**config.mk**
```make
export PLATFORM = sky130hd
export DESIGN_NAME = instr_fetch_unit_flat
export DESIGN_NICKNAME = d
export VERILOG_FILES = /design/src/rtl/fetch_pkg.sv /design/src/rtl/instr_fetch_unit_if.sv /design/src/rtl/fetch_skid_buf.sv /design/src/rtl/instr_fetch_unit.sv /design/src/flat_wrapper.sv
export SDC_FILE = /design/constraint.sdc
export NUM_CORES = 1
export LEC_CHECK = 0
export ABC_CLOCK_PERIOD_IN_PS = 5900
export BUFFER_PORTS_ARGS = -buffer_cell sky130_fd_sc_hd__buf_2
export CORE_MARGIN = 5
export CORE_UTILIZATION = 40
export CTS_CLUSTER_DIAMETER = 200
export DETAILED_ROUTE_END_ITERATION = 10
export PLACE_DENSITY_LB_ADDON = 0.3
export SETUP_SLACK_MARGIN = 0.1
export SYNTH_ARGS = -nofsm -noshare
export SYNTH_HDL_FRONTEND = slang
export SYNTH_SLANG_ARGS = --single-unit
export TNS_END_PERCENT = 20
```
**constraint.sdc**
```tcl
create_clock -name Clk -period 5.9 [get_ports Clk]
set_clock_uncertainty 0.05 [all_clocks]
set_input_delay 0.295 -clock Clk [delete_from_list [all_inputs] [get_ports Clk]]
set_output_delay 0.295 -clock Clk [all_outputs]
set_load 0.03 [all_outputs]
```
**src/rtl/fetch_pkg.sv**
```systemverilog
// Shared types and default constants for the instruction fetch unit.
package fetch_pkg;

    typedef enum logic [1:0] {
        S_IDLE  = 2'd0,
        S_REQ   = 2'd1,
        S_FULL  = 2'd2,
        S_REDIR = 2'd3
    } fetch_state_t;

    localparam logic [31:0] NOP_INSTR = 32'h0000_0000;
    localparam logic [31:0] PC_STEP   = 32'd4;
    localparam logic [31:0] RESET_PC  = 32'h0000_0000;

endpackage

```
**src/rtl/instr_fetch_unit_if.sv**
```systemverilog
// Instruction-memory request/ack bus, EX redirect and the IF/ID valid/ready slot.
interface instr_fetch_unit_if #(
    parameter int XLEN = 32
);
    logic            imem_req;
    logic [XLEN-1:0] imem_addr;
    logic            imem_ack;
    logic [XLEN-1:0] imem_rdata;
    logic            redirect;
    logic [XLEN-1:0] redirect_pc;
    logic            id_valid;
    logic            id_ready;
    logic [XLEN-1:0] id_instr;
    logic [XLEN-1:0] id_pc;
    logic [XLEN-1:0] id_pc4;

    modport master (
        output imem_req, imem_addr,
        input  imem_ack, imem_rdata,
        input  redirect, redirect_pc,
        output id_valid, id_instr, id_pc, id_pc4,
        input  id_ready
    );

    modport slave (
        input  imem_req, imem_addr,
        output imem_ack, imem_rdata,
        output redirect, redirect_pc,
        input  id_valid, id_instr, id_pc, id_pc4,
        output id_ready
    );
endinterface

```
**src/rtl/fetch_skid_buf.sv**
```systemverilog
// IF/ID output register with one hold entry that catches a fetch returning while decode stalls.
module fetch_skid_buf
    import fetch_pkg::*;
#(
    parameter int              XLEN        = 32,
    parameter logic [XLEN-1:0] FLUSH_INSTR = XLEN'(NOP_INSTR)
) (
    input  logic            clk_i,
    input  logic            rst_ni,
    input  logic            load_i,
    input  logic            push_i,
    input  logic            pop_i,
    input  logic            flush_i,
    input  logic            ready_i,
    input  logic [XLEN-1:0] instr_i,
    input  logic [XLEN-1:0] pc_i,
    output logic            valid_o,
    output logic [XLEN-1:0] instr_o,
    output logic [XLEN-1:0] pc_o
);

    logic            out_valid_q, out_valid_d;
    logic [XLEN-1:0] out_instr_q, out_instr_d;
    logic [XLEN-1:0] out_pc_q,    out_pc_d;
    logic            hold_valid_q, hold_valid_d;
    logic [XLEN-1:0] hold_instr_q, hold_instr_d;
    logic [XLEN-1:0] hold_pc_q,    hold_pc_d;

    always_comb begin
        out_valid_d  = out_valid_q;
        out_instr_d  = out_instr_q;
        out_pc_d     = out_pc_q;
        hold_valid_d = hold_valid_q;
        hold_instr_d = hold_instr_q;
        hold_pc_d    = hold_pc_q;

        if (flush_i) begin
            out_valid_d  = 1'b0;
            out_instr_d  = FLUSH_INSTR;
            hold_valid_d = 1'b0;
        end else begin
            if (load_i) begin
                out_valid_d = 1'b1;
                out_instr_d = instr_i;
                out_pc_d    = pc_i;
            end else if (pop_i && hold_valid_q) begin
                out_valid_d  = 1'b1;
                out_instr_d  = hold_instr_q;
                out_pc_d     = hold_pc_q;
                hold_valid_d = 1'b0;
            end else if (ready_i) begin
                // Slot consumed by decode (or already empty) with nothing to replace it.
                out_valid_d = 1'b0;
            end

            if (push_i) begin
                hold_valid_d = 1'b1;
                hold_instr_d = instr_i;
                hold_pc_d    = pc_i;
            end
        end
    end

    always_ff @(posedge clk_i) begin
        if (!rst_ni) begin
            out_valid_q  <= 1'b0;
            out_instr_q  <= FLUSH_INSTR;
            out_pc_q     <= '0;
            hold_valid_q <= 1'b0;
            hold_instr_q <= FLUSH_INSTR;
            hold_pc_q    <= '0;
        end else begin
            out_valid_q  <= out_valid_d;
            out_instr_q  <= out_instr_d;
            out_pc_q     <= out_pc_d;
            hold_valid_q <= hold_valid_d;
            hold_instr_q <= hold_instr_d;
            hold_pc_q    <= hold_pc_d;
        end
    end

    assign valid_o = out_valid_q;
    assign instr_o = out_instr_q;
    assign pc_o    = out_pc_q;

endmodule

```
**src/rtl/instr_fetch_unit.sv**
```systemverilog
// Fetch stage: drives the next PC every cycle, fetches over req/ack and feeds decode.
module instr_fetch_unit
    import fetch_pkg::*;
#(
    parameter int              XLEN      = 32,
    parameter logic [XLEN-1:0] RESET_PC  = XLEN'(fetch_pkg::RESET_PC),
    parameter logic [XLEN-1:0] PC_STEP   = XLEN'(fetch_pkg::PC_STEP),
    parameter logic [XLEN-1:0] NOP_INSTR = XLEN'(fetch_pkg::NOP_INSTR)
) (
    input  logic              Clk,
    input  logic              Rst_n,
    input  logic [XLEN-1:0]   PCout,
    output logic [XLEN-1:0]   PCin,
    instr_fetch_unit_if.master bus
);

    fetch_state_t state_q, state_d;
    logic         slot_free;
    logic         load;
    logic         push;
    logic         pop;
    logic         flush;

    function automatic logic [XLEN-1:0] align_pc(input logic [XLEN-1:0] pc);
        return pc & ~XLEN'(3);
    endfunction

    function automatic logic [XLEN-1:0] seq_pc(input logic [XLEN-1:0] pc);
        return pc + PC_STEP;
    endfunction

    assign slot_free     = !bus.id_valid || bus.id_ready;
    assign bus.imem_addr = PCout;
    assign bus.id_pc4    = seq_pc(bus.id_pc);

    always_ff @(posedge Clk) begin
        if (!Rst_n) begin
            state_q <= S_IDLE;
        end else begin
            state_q <= state_d;
        end
    end

    // The PC register has no enable: every non-advancing cycle must feed PCout back.
    always_comb begin
        state_d      = state_q;
        PCin         = PCout;
        bus.imem_req = 1'b0;
        load         = 1'b0;
        push         = 1'b0;
        pop          = 1'b0;
        flush        = 1'b0;

        if (!Rst_n) begin
            PCin = RESET_PC;
        end else begin
            bus.imem_req = (state_q == S_REQ);
            if (bus.redirect) begin
                PCin    = align_pc(bus.redirect_pc);
                flush   = 1'b1;
                state_d = S_REDIR;
            end else begin
                case (state_q)
                    S_IDLE: begin
                        state_d = S_REQ;
                    end
                    S_REQ: begin
                        if (bus.imem_ack) begin
                            PCin = seq_pc(PCout);
                            if (slot_free) begin
                                load = 1'b1;
                            end else begin
                                push    = 1'b1;
                                state_d = S_FULL;
                            end
                        end
                    end
                    S_FULL: begin
                        if (bus.id_ready) begin
                            pop     = 1'b1;
                            state_d = S_REQ;
                        end
                    end
                    default: begin
                        state_d = S_REQ;
                    end
                endcase
            end
        end
    end

    fetch_skid_buf #(
        .XLEN        (XLEN),
        .FLUSH_INSTR (NOP_INSTR)
    ) u_skid (
        .clk_i   (Clk),
        .rst_ni  (Rst_n),
        .load_i  (load),
        .push_i  (push),
        .pop_i   (pop),
        .flush_i (flush),
        .ready_i (bus.id_ready),
        .instr_i (bus.imem_rdata),
        .pc_i    (PCout),
        .valid_o (bus.id_valid),
        .instr_o (bus.id_instr),
        .pc_o    (bus.id_pc)
    );

endmodule

```
**src/flat_wrapper.sv**
```systemverilog
// flat-port wrapper written by rule: the top's interface ports become plain ports
module instr_fetch_unit_flat import fetch_pkg::*;
#(
    parameter int              XLEN      = 32,
    parameter logic [XLEN-1:0] RESET_PC  = XLEN'(fetch_pkg::RESET_PC),
    parameter logic [XLEN-1:0] PC_STEP   = XLEN'(fetch_pkg::PC_STEP),
    parameter logic [XLEN-1:0] NOP_INSTR = XLEN'(fetch_pkg::NOP_INSTR)
)
  (Clk, Rst_n, PCout, PCin, bus_imem_req, bus_imem_addr, bus_imem_ack, bus_imem_rdata, bus_redirect, bus_redirect_pc, bus_id_valid, bus_id_instr, bus_id_pc, bus_id_pc4, bus_id_ready);
  instr_fetch_unit_if #(.XLEN(XLEN)) bus_i ();
  input  logic Clk;
  input  logic Rst_n;
  input  logic [XLEN-1:0] PCout;
  output logic [XLEN-1:0] PCin;
  output wire logic [$bits(bus_i.imem_req)-1:0] bus_imem_req;
  output wire logic [$bits(bus_i.imem_addr)-1:0] bus_imem_addr;
  input wire logic [$bits(bus_i.imem_ack)-1:0] bus_imem_ack;
  input wire logic [$bits(bus_i.imem_rdata)-1:0] bus_imem_rdata;
  input wire logic [$bits(bus_i.redirect)-1:0] bus_redirect;
  input wire logic [$bits(bus_i.redirect_pc)-1:0] bus_redirect_pc;
  output wire logic [$bits(bus_i.id_valid)-1:0] bus_id_valid;
  output wire logic [$bits(bus_i.id_instr)-1:0] bus_id_instr;
  output wire logic [$bits(bus_i.id_pc)-1:0] bus_id_pc;
  output wire logic [$bits(bus_i.id_pc4)-1:0] bus_id_pc4;
  input wire logic [$bits(bus_i.id_ready)-1:0] bus_id_ready;
  assign bus_imem_req = bus_i.imem_req;
  assign bus_imem_addr = bus_i.imem_addr;
  assign bus_i.imem_ack = bus_imem_ack;
  assign bus_i.imem_rdata = bus_imem_rdata;
  assign bus_i.redirect = bus_redirect;
  assign bus_i.redirect_pc = bus_redirect_pc;
  assign bus_id_valid = bus_i.id_valid;
  assign bus_id_instr = bus_i.id_instr;
  assign bus_id_pc = bus_i.id_pc;
  assign bus_id_pc4 = bus_i.id_pc4;
  assign bus_i.id_ready = bus_id_ready;
  instr_fetch_unit #(.XLEN(XLEN), .RESET_PC(RESET_PC), .PC_STEP(PC_STEP), .NOP_INSTR(NOP_INSTR)) u_core (.Clk(Clk), .Rst_n(Rst_n), .PCout(PCout), .PCin(PCin), .bus(bus_i));
endmodule
```
==> impl_metrics.ini, run 1 <==
[outcome]
status = completed

[clocking]
cts.sinks = 132
insertion_delay_ns = 0.42
h-tree-depth = 4
cts_made_buffers = 17
cts_hold_buffers = 0
post_cts_buffers = 0
root_buffer = clkbuf_16
post_cts_resized = 0
path_clk_slew_ns = 0.06
cts_tree = built
cts.path.max_buffers = 2

[setup_path]
reg2reg_to = u_core.u_skid.hold_instr_q[1]$_SDFFE_PN0P_
cp_cell_sequence = nand4b_1, or4_1, or4_1, a31oi_1, buf_2
cp-start-kind = register
worstSetupPathType = register to primary output
endpoint = PCin[31]
slowest_delay_ns = 0.84
cp_slowest_cell = or4_1
critPathMaxFanout = 12
reg2reg_depth = 5
cp-end-kind = primary output
cp_common_cell = or4_1
r2r_setup_slack_ns = 3.23
worstSetupStartpoint = u_core.state_q[1]$_SDFFE_PN0P_
worstPathRequired_ns = 5.56
r2r-start = u_core.state_q[1]$_SDFFE_PN0P_
arrival_ns = 3.08

[routing]
wl_per_cell_um = 17.2
vias = 7130
drt-total-wl_um = 22600
postRouteAntennaNets = 0
vias_per_cell = 5.43
drc = 0
dr.pass1.iters = 5
dr.first_iter.drc_count = 465

[placed_design]
dp_cells = 1280
gp_congestion = 0.839
dpl.hpwl_um = 15500
portBuffers = 260
dp_slack_ns = 2.93

[grt]
grt_max_degree = 97
overflow = 0
grt_usage = 0.217
grt_pass1_vias = 6502
antenna_found_initial = 4
grt_pass1_wl_um = 35200

[power_and_ir_drop]
p_clk_frac = 0.447
total_power_uw = 2180
power.switching_uw = 647
power_frac_seq = 0.419
combPwrFrac = 0.133
internal_power_uw = 1540
total_leakage_power_uw = 0.00366
p_per_area_nw_per_um2 = 253
ir_drop_mv = 0.187
p_sw_frac = 0.296

[cells_and_area]
drive_gt1_frac = 0.287
instances_no_fill = 1314
area_delta_synth_final_pct = 24.2
utilization = 0.503
nets = 1177

[synthesis]
postSynthCellCount = 893
synth_top_flop_cell = dfxtp_1
synth_nets = 996
syn_avg_cell_area_sq_um = 7.78
synthArstFlopShare = 0
synth_warnings = 0
ys_ff_latch = 132
synth_edf_count = 0
syn_area_sq_um = 6950
seq_area_frac_synth = 0.380
ys_types = 46

[timing]
fin_tns_setup_ns = 0
period_needed_ns = 3.42
max_slew_margin = 0.212
max_freq_mhz = 292
slew_violations = 0
worst_slack_ns = 2.48
tightest_slew_ns = 1.17
rsz0062_at_grt = false
timing_hold_violations_final = 0
finalSetupViolations = 0
fin_crit_sh = 0.580

[hold_path]
hold_class = input port to register
hold_depth = 3

[die]
die_area_sq_um = 20100
core_area_sq_um = 17200
die_w_um = 142
fp.dieH_um = 142
start_util = 0.405
pin_count = 263
rows = 48

[run]
cap_violations = 0
==> state kept, by name, indices dropped and copies added (netlist names) <==
register	flops
u_core.u_skid.instr_o	32
u_core.u_skid.pc_o	32
u_core.u_skid.hold_instr_q	32
u_core.u_skid.valid_o	1
u_core.u_skid.hold_valid_q	1
u_core.u_skid.hold_pc_q	32
u_core.state_q	2
==> per-stage QoR <==
stage               cell area, sq um  hold WS, ns
finish                          8630       0.0712
global route                    8630       0.0583
CTS                             8630       0.0515
detailed placement              8080        0.384
global placement                8080        0.381
floorplan                       6950        0.381
==> power groups by stage <==
stage / registers, uW / logic, uW / clock network (uW)
floorplan: 949 / 175 / 0
global placement: 934 / 290 / 0
detailed placement: 935 / 291 / 0
CTS: 915 / 292 / 994
global route: 917 / 312 / 1040
finish: 915 / 291 / 977
==> routing by layer <==
metal  track usage  part of all wire  vias up
met1         0.286              0.43     3290
li1              -                 -     3505
met2         0.338              0.45      303
met5             0           0.00084        -
met3        0.0752             0.098       28
met4        0.0652             0.018        4
==> final cells by class <==
type / instances / area, sq um
timing repair buffer: 267 / 1350
clock buffer: 17 / 425
clock inverter: 15 / 121
antenna: 2 / 5.00
multi-input combinational: 615 / 3650
fill: 1714 / 8540
sequential: 132 / 2640
tap: 225 / 282
inverter: 41 / 155
==> worst max-delay path: cells and delay by family (launching register included) <==
| kind | cells | cell delay, ns |
|---|---|---|
| buffers and inverters | 1 | 0.25 |
| AO/OA/AOI/OAI | 1 | 0.20 |
| AND/OR/NAND/NOR | 3 | 1.86 |
| flip-flops | 1 | 0.35 |
==> layout by cell type (no fill, tap or decap), types with 17 or more instances in the layout <==
cell and count:
nand3_1 28, a21oi_1 105, a211oi_1 36, mux2i_1 34
nand4_1 22, clkbuf_16 17, o221ai_1 32, dfxtp_1 132
xnor2_1 25, nor2_1 48, nand2_1 147, inv_1 39
o21ai_0 29, buf_2 260
==> cell usage after synthesis (4+ instances only) <==
library cell	instances	share of area
a211oi_1	36	0.039
a21oi_1	105	0.076
a311oi_1	4	0.0050
a31oi_1	11	0.0099
and3_1	4	0.0036
and4_1	9	0.011
buf_2	9	0.0065
buf_4	34	0.037
clkbuf_1	60	0.032
dfxtp_1	132	0.38
inv_1	39	0.021
mux2i_1	34	0.049
nand2_1	147	0.079
nand3_1	29	0.021
nand4_1	22	0.020
nor2_1	48	0.026
nor3_1	7	0.0050
nor4_1	8	0.0072
o21ai_0	29	0.021
o221ai_1	32	0.040
o31ai_1	5	0.0054
or3_1	10	0.0090
or4_1	7	0.0076
xnor2_1	25	0.032
xor2_1	12	0.015
==> kinds of logic after synthesis <==
family                   count (synthesis)  share of synthesized area
multiplexers                            34                     0.0490
buffers and inverters                  146                     0.0988
adder cells (fa/ha/maj)                  2                    0.00360
XOR/XNOR                                37                     0.0466
flip-flops                             132                      0.380
AO/OA/AOI/OAI                          228                      0.205
AND/OR/NAND/NOR                        314                      0.217
==> how the worst min path moves through the flow <==
| stage | from | endpoint |
|---|---|---|
| final | bus_imem_rdata[7] | u_core.u_skid.hold_instr_q[7]$_SDFFE_PN0P_ |
| after CTS | bus_imem_rdata[31] | u_core.u_skid.hold_instr_q[31]$_SDFFE_PN0P_ |
| after floorplan | bus_imem_rdata[0] | u_core.u_skid.hold_instr_q[0]$_SDFFE_PN0P_ |
| after global routing | bus_imem_rdata[6] | u_core.u_skid.hold_instr_q[6]$_SDFFE_PN0P_ |
| after global placement | u_core.u_skid.instr_o[26]$_SDFFE_PP0P_ | u_core.u_skid.instr_o[26]$_SDFFE_PP0P_ |
| after detailed placement | u_core.u_skid.instr_o[10]$_SDFFE_PP0P_ | u_core.u_skid.instr_o[10]$_SDFFE_PP0P_ |
(Power assumes the default switching activity.)
==> run 2, diff against run 1 <==
--- a/config.mk
+++ b/config.mk
@@ -5,7 +5,7 @@
 export SDC_FILE = /design/constraint.sdc
 export NUM_CORES = 1
 export LEC_CHECK = 0
-export ABC_CLOCK_PERIOD_IN_PS = 5900
+export ABC_CLOCK_PERIOD_IN_PS = 2800
 export BUFFER_PORTS_ARGS = -buffer_cell sky130_fd_sc_hd__buf_2
 export CORE_MARGIN = 5
 export CORE_UTILIZATION = 40
==> constraint.sdc (replaced) <==
create_clock -name Clk -period 2.8 [get_ports Clk]
set_clock_uncertainty 0.05 [all_clocks]
set_input_delay 0.14 -clock Clk [delete_from_list [all_inputs] [get_ports Clk]]
set_output_delay 0.14 -clock Clk [all_outputs]
set_load 0.03 [all_outputs]
==> impl_metrics.ini, run 2 (synthesized netlist as in run 1, its figures left out) <==
[timing]
timing_hold_violations_final = 0
max_slew_margin = 0.600
tightest_slew_ns = 0.599
period_needed_ns = 2.68
slew_violations = 0
fin_tns_setup_ns = 0
finalSetupViolations = 0
max_freq_mhz = 373
fin_crit_sh = 0.956
rsz0062_at_grt = true

[die]
pin_count = 263
die_w_um = 142
start_util = 0.405
rows = 48
die_area_sq_um = 20100
core_area_sq_um = 17200
fp.dieH_um = 142

[power_and_ir_drop]
p_per_area_nw_per_um2 = 495
ir_drop_mv = 0.413
total_leakage_power_uw = 0.00405
total_power_uw = 4720

[setup_path]
critPathMaxFanout = 7
cp-start-kind = register
cp_cell_sequence = nand4b_1, buf_6, or4_4, or3_1, a31oi_2, buf_4
worstSetupPathType = register to primary output
cp-end-kind = primary output
worstPathBufferInverterCount = 2
slowest_delay_ns = 0.53
crit_family = simple AND/OR/NAND/NOR gates
worstPathRequired_ns = 2.61
cp_slowest_cell = or4_4
arrival_ns = 2.49

[grt]
grt_max_degree = 65
antenna_found_initial = 2
use_met2 = 0.372
grt_busiest_layer = met2
grt_pass1_vias = 6925
met1_usage = 0.304
met3_usage = 0.0593
grt_usage = 0.232
overflow = 0
grt_pass1_wl_um = 37500

[routing]
dr.first_iter.drc_count = 591
dr.pass1.iters = 5
postRouteAntennaNets = 0
drc = 0
vias_per_cell = 5.40
drt-total-wl_um = 24200
vias = 7518
wl_per_cell_um = 17.4

[placed_design]
dpl.hpwl_um = 16100
portBuffers = 260
gp_congestion = 0.903

[clocking]
cts_tree = built
path_clk_slew_ns = 0.06
cts.sinks = 132
h-tree-depth = 4
root_buffer = clkbuf_16
insertion_delay_ns = 0.42
cts_made_buffers = 17
cts.path.max_buffers = 2

[cells_and_area]
drive_gt1_frac = 0.295
mostFrequentLayoutCells = buf_2 (254), nand2_1 (147), dfxtp_1 (129)
nets = 1256
area_delta_synth_final_pct = 37.4
final_common_cell = buf_2

[hold_path]
hold_class = input port to register

[run]
cap_violations = 0

[outcome]
status = completed
## run 2: cell count changes in the layout (fill, tap and decap cells not counted), sizes merged, moves of 2 or more
cell         before  now
dlygate4sd3       0   60
buf             267  285
clkbuf           17   21
clkinv            6    8
inv              47   42
## run 2: where the power goes
| part | internal (uW) | switching, uW | leakage (uW) |
|---|---|---|---|
| Combinational | 254 | 454 | 0.00272 |
| Sequential | 1900 | 27.8 | 0.00107 |
| Clock | 1240 | 844 | 0.000270 |
| Total | 3400 | 1330 | 0.00405 |
## run 2: path summary, 6_finish.rpt
path                                    startpoint                                  endpoint  slack [ns]  cells past startpoint
min                                      PCout[27]  u_core.u_skid.hold_pc_q[27]$_SDFFE_PN0P_        0.02                      3
max                 u_core.state_q[1]$_SDFFE_PN0P_                                  PCin[25]        0.12                      6
max reg2reg         u_core.state_q[1]$_SDFFE_PN0P_       u_core.u_skid.pc_o[24]$_SDFFE_PN0P_        0.79                      6
min reg2reg  u_core.u_skid.instr_o[9]$_SDFFE_PP0P_     u_core.u_skid.instr_o[9]$_SDFFE_PP0P_        0.39                      2
## run 2: worst reg2reg max path: stages (launching register included)
cell      delay [ns]
dfxtp_2         0.36
nand3b_1        0.13
buf_4           0.17
nand3b_1        0.33
buf_4           0.49
nor2_1          0.13
a211oi_1        0.25
## run 2: per-layer routing
metal / vias to the layer above / share of wire
met1: 3518 / 0.43
li1: 3661 / -
met5: - / 0
met3: 30 / 0.081
met2: 309 / 0.47
met4: 0 / 0.020
## run 2: area by class of cell
cell class / count / area, sq um
Tap cell: 225 / 282
Fill cell: 1623 / 7630
Sequential cell: 132 / 2650
Inverter: 41 / 155
Multi-Input combinational cell: 615 / 3720
Clock inverter: 12 / 105
Clock buffer: 20 / 447
Timing Repair Buffer: 346 / 2180
Antenna cell: 2 / 5.00
## run 2: what timing repair did
item / in CTS / in global routing
setup endpoints to repair: 11 / 18
hold buffers: 60 / 0
gates resized for setup: 6 / 24
cloned: 0 / 0
hold endpoints to repair: 64 / 0
setup buffers: 1 / 5
pin swaps: 2 / 3
## run 2: metrics by stage
step	instances	hold slack, ns	cell area (sq um)	utilization	setup slack, ns
floorplan	893	0.226	6950	-	0.405
global placement	1293	0.342	8240	0.480	0.426
detailed placement	1293	0.348	8240	0.480	0.402
CTS	1386	0.000304	9430	0.549	0.0320
global route	1393	0.0241	9550	0.556	0.0185
finish	1393	0.0173	9550	0.556	0.122
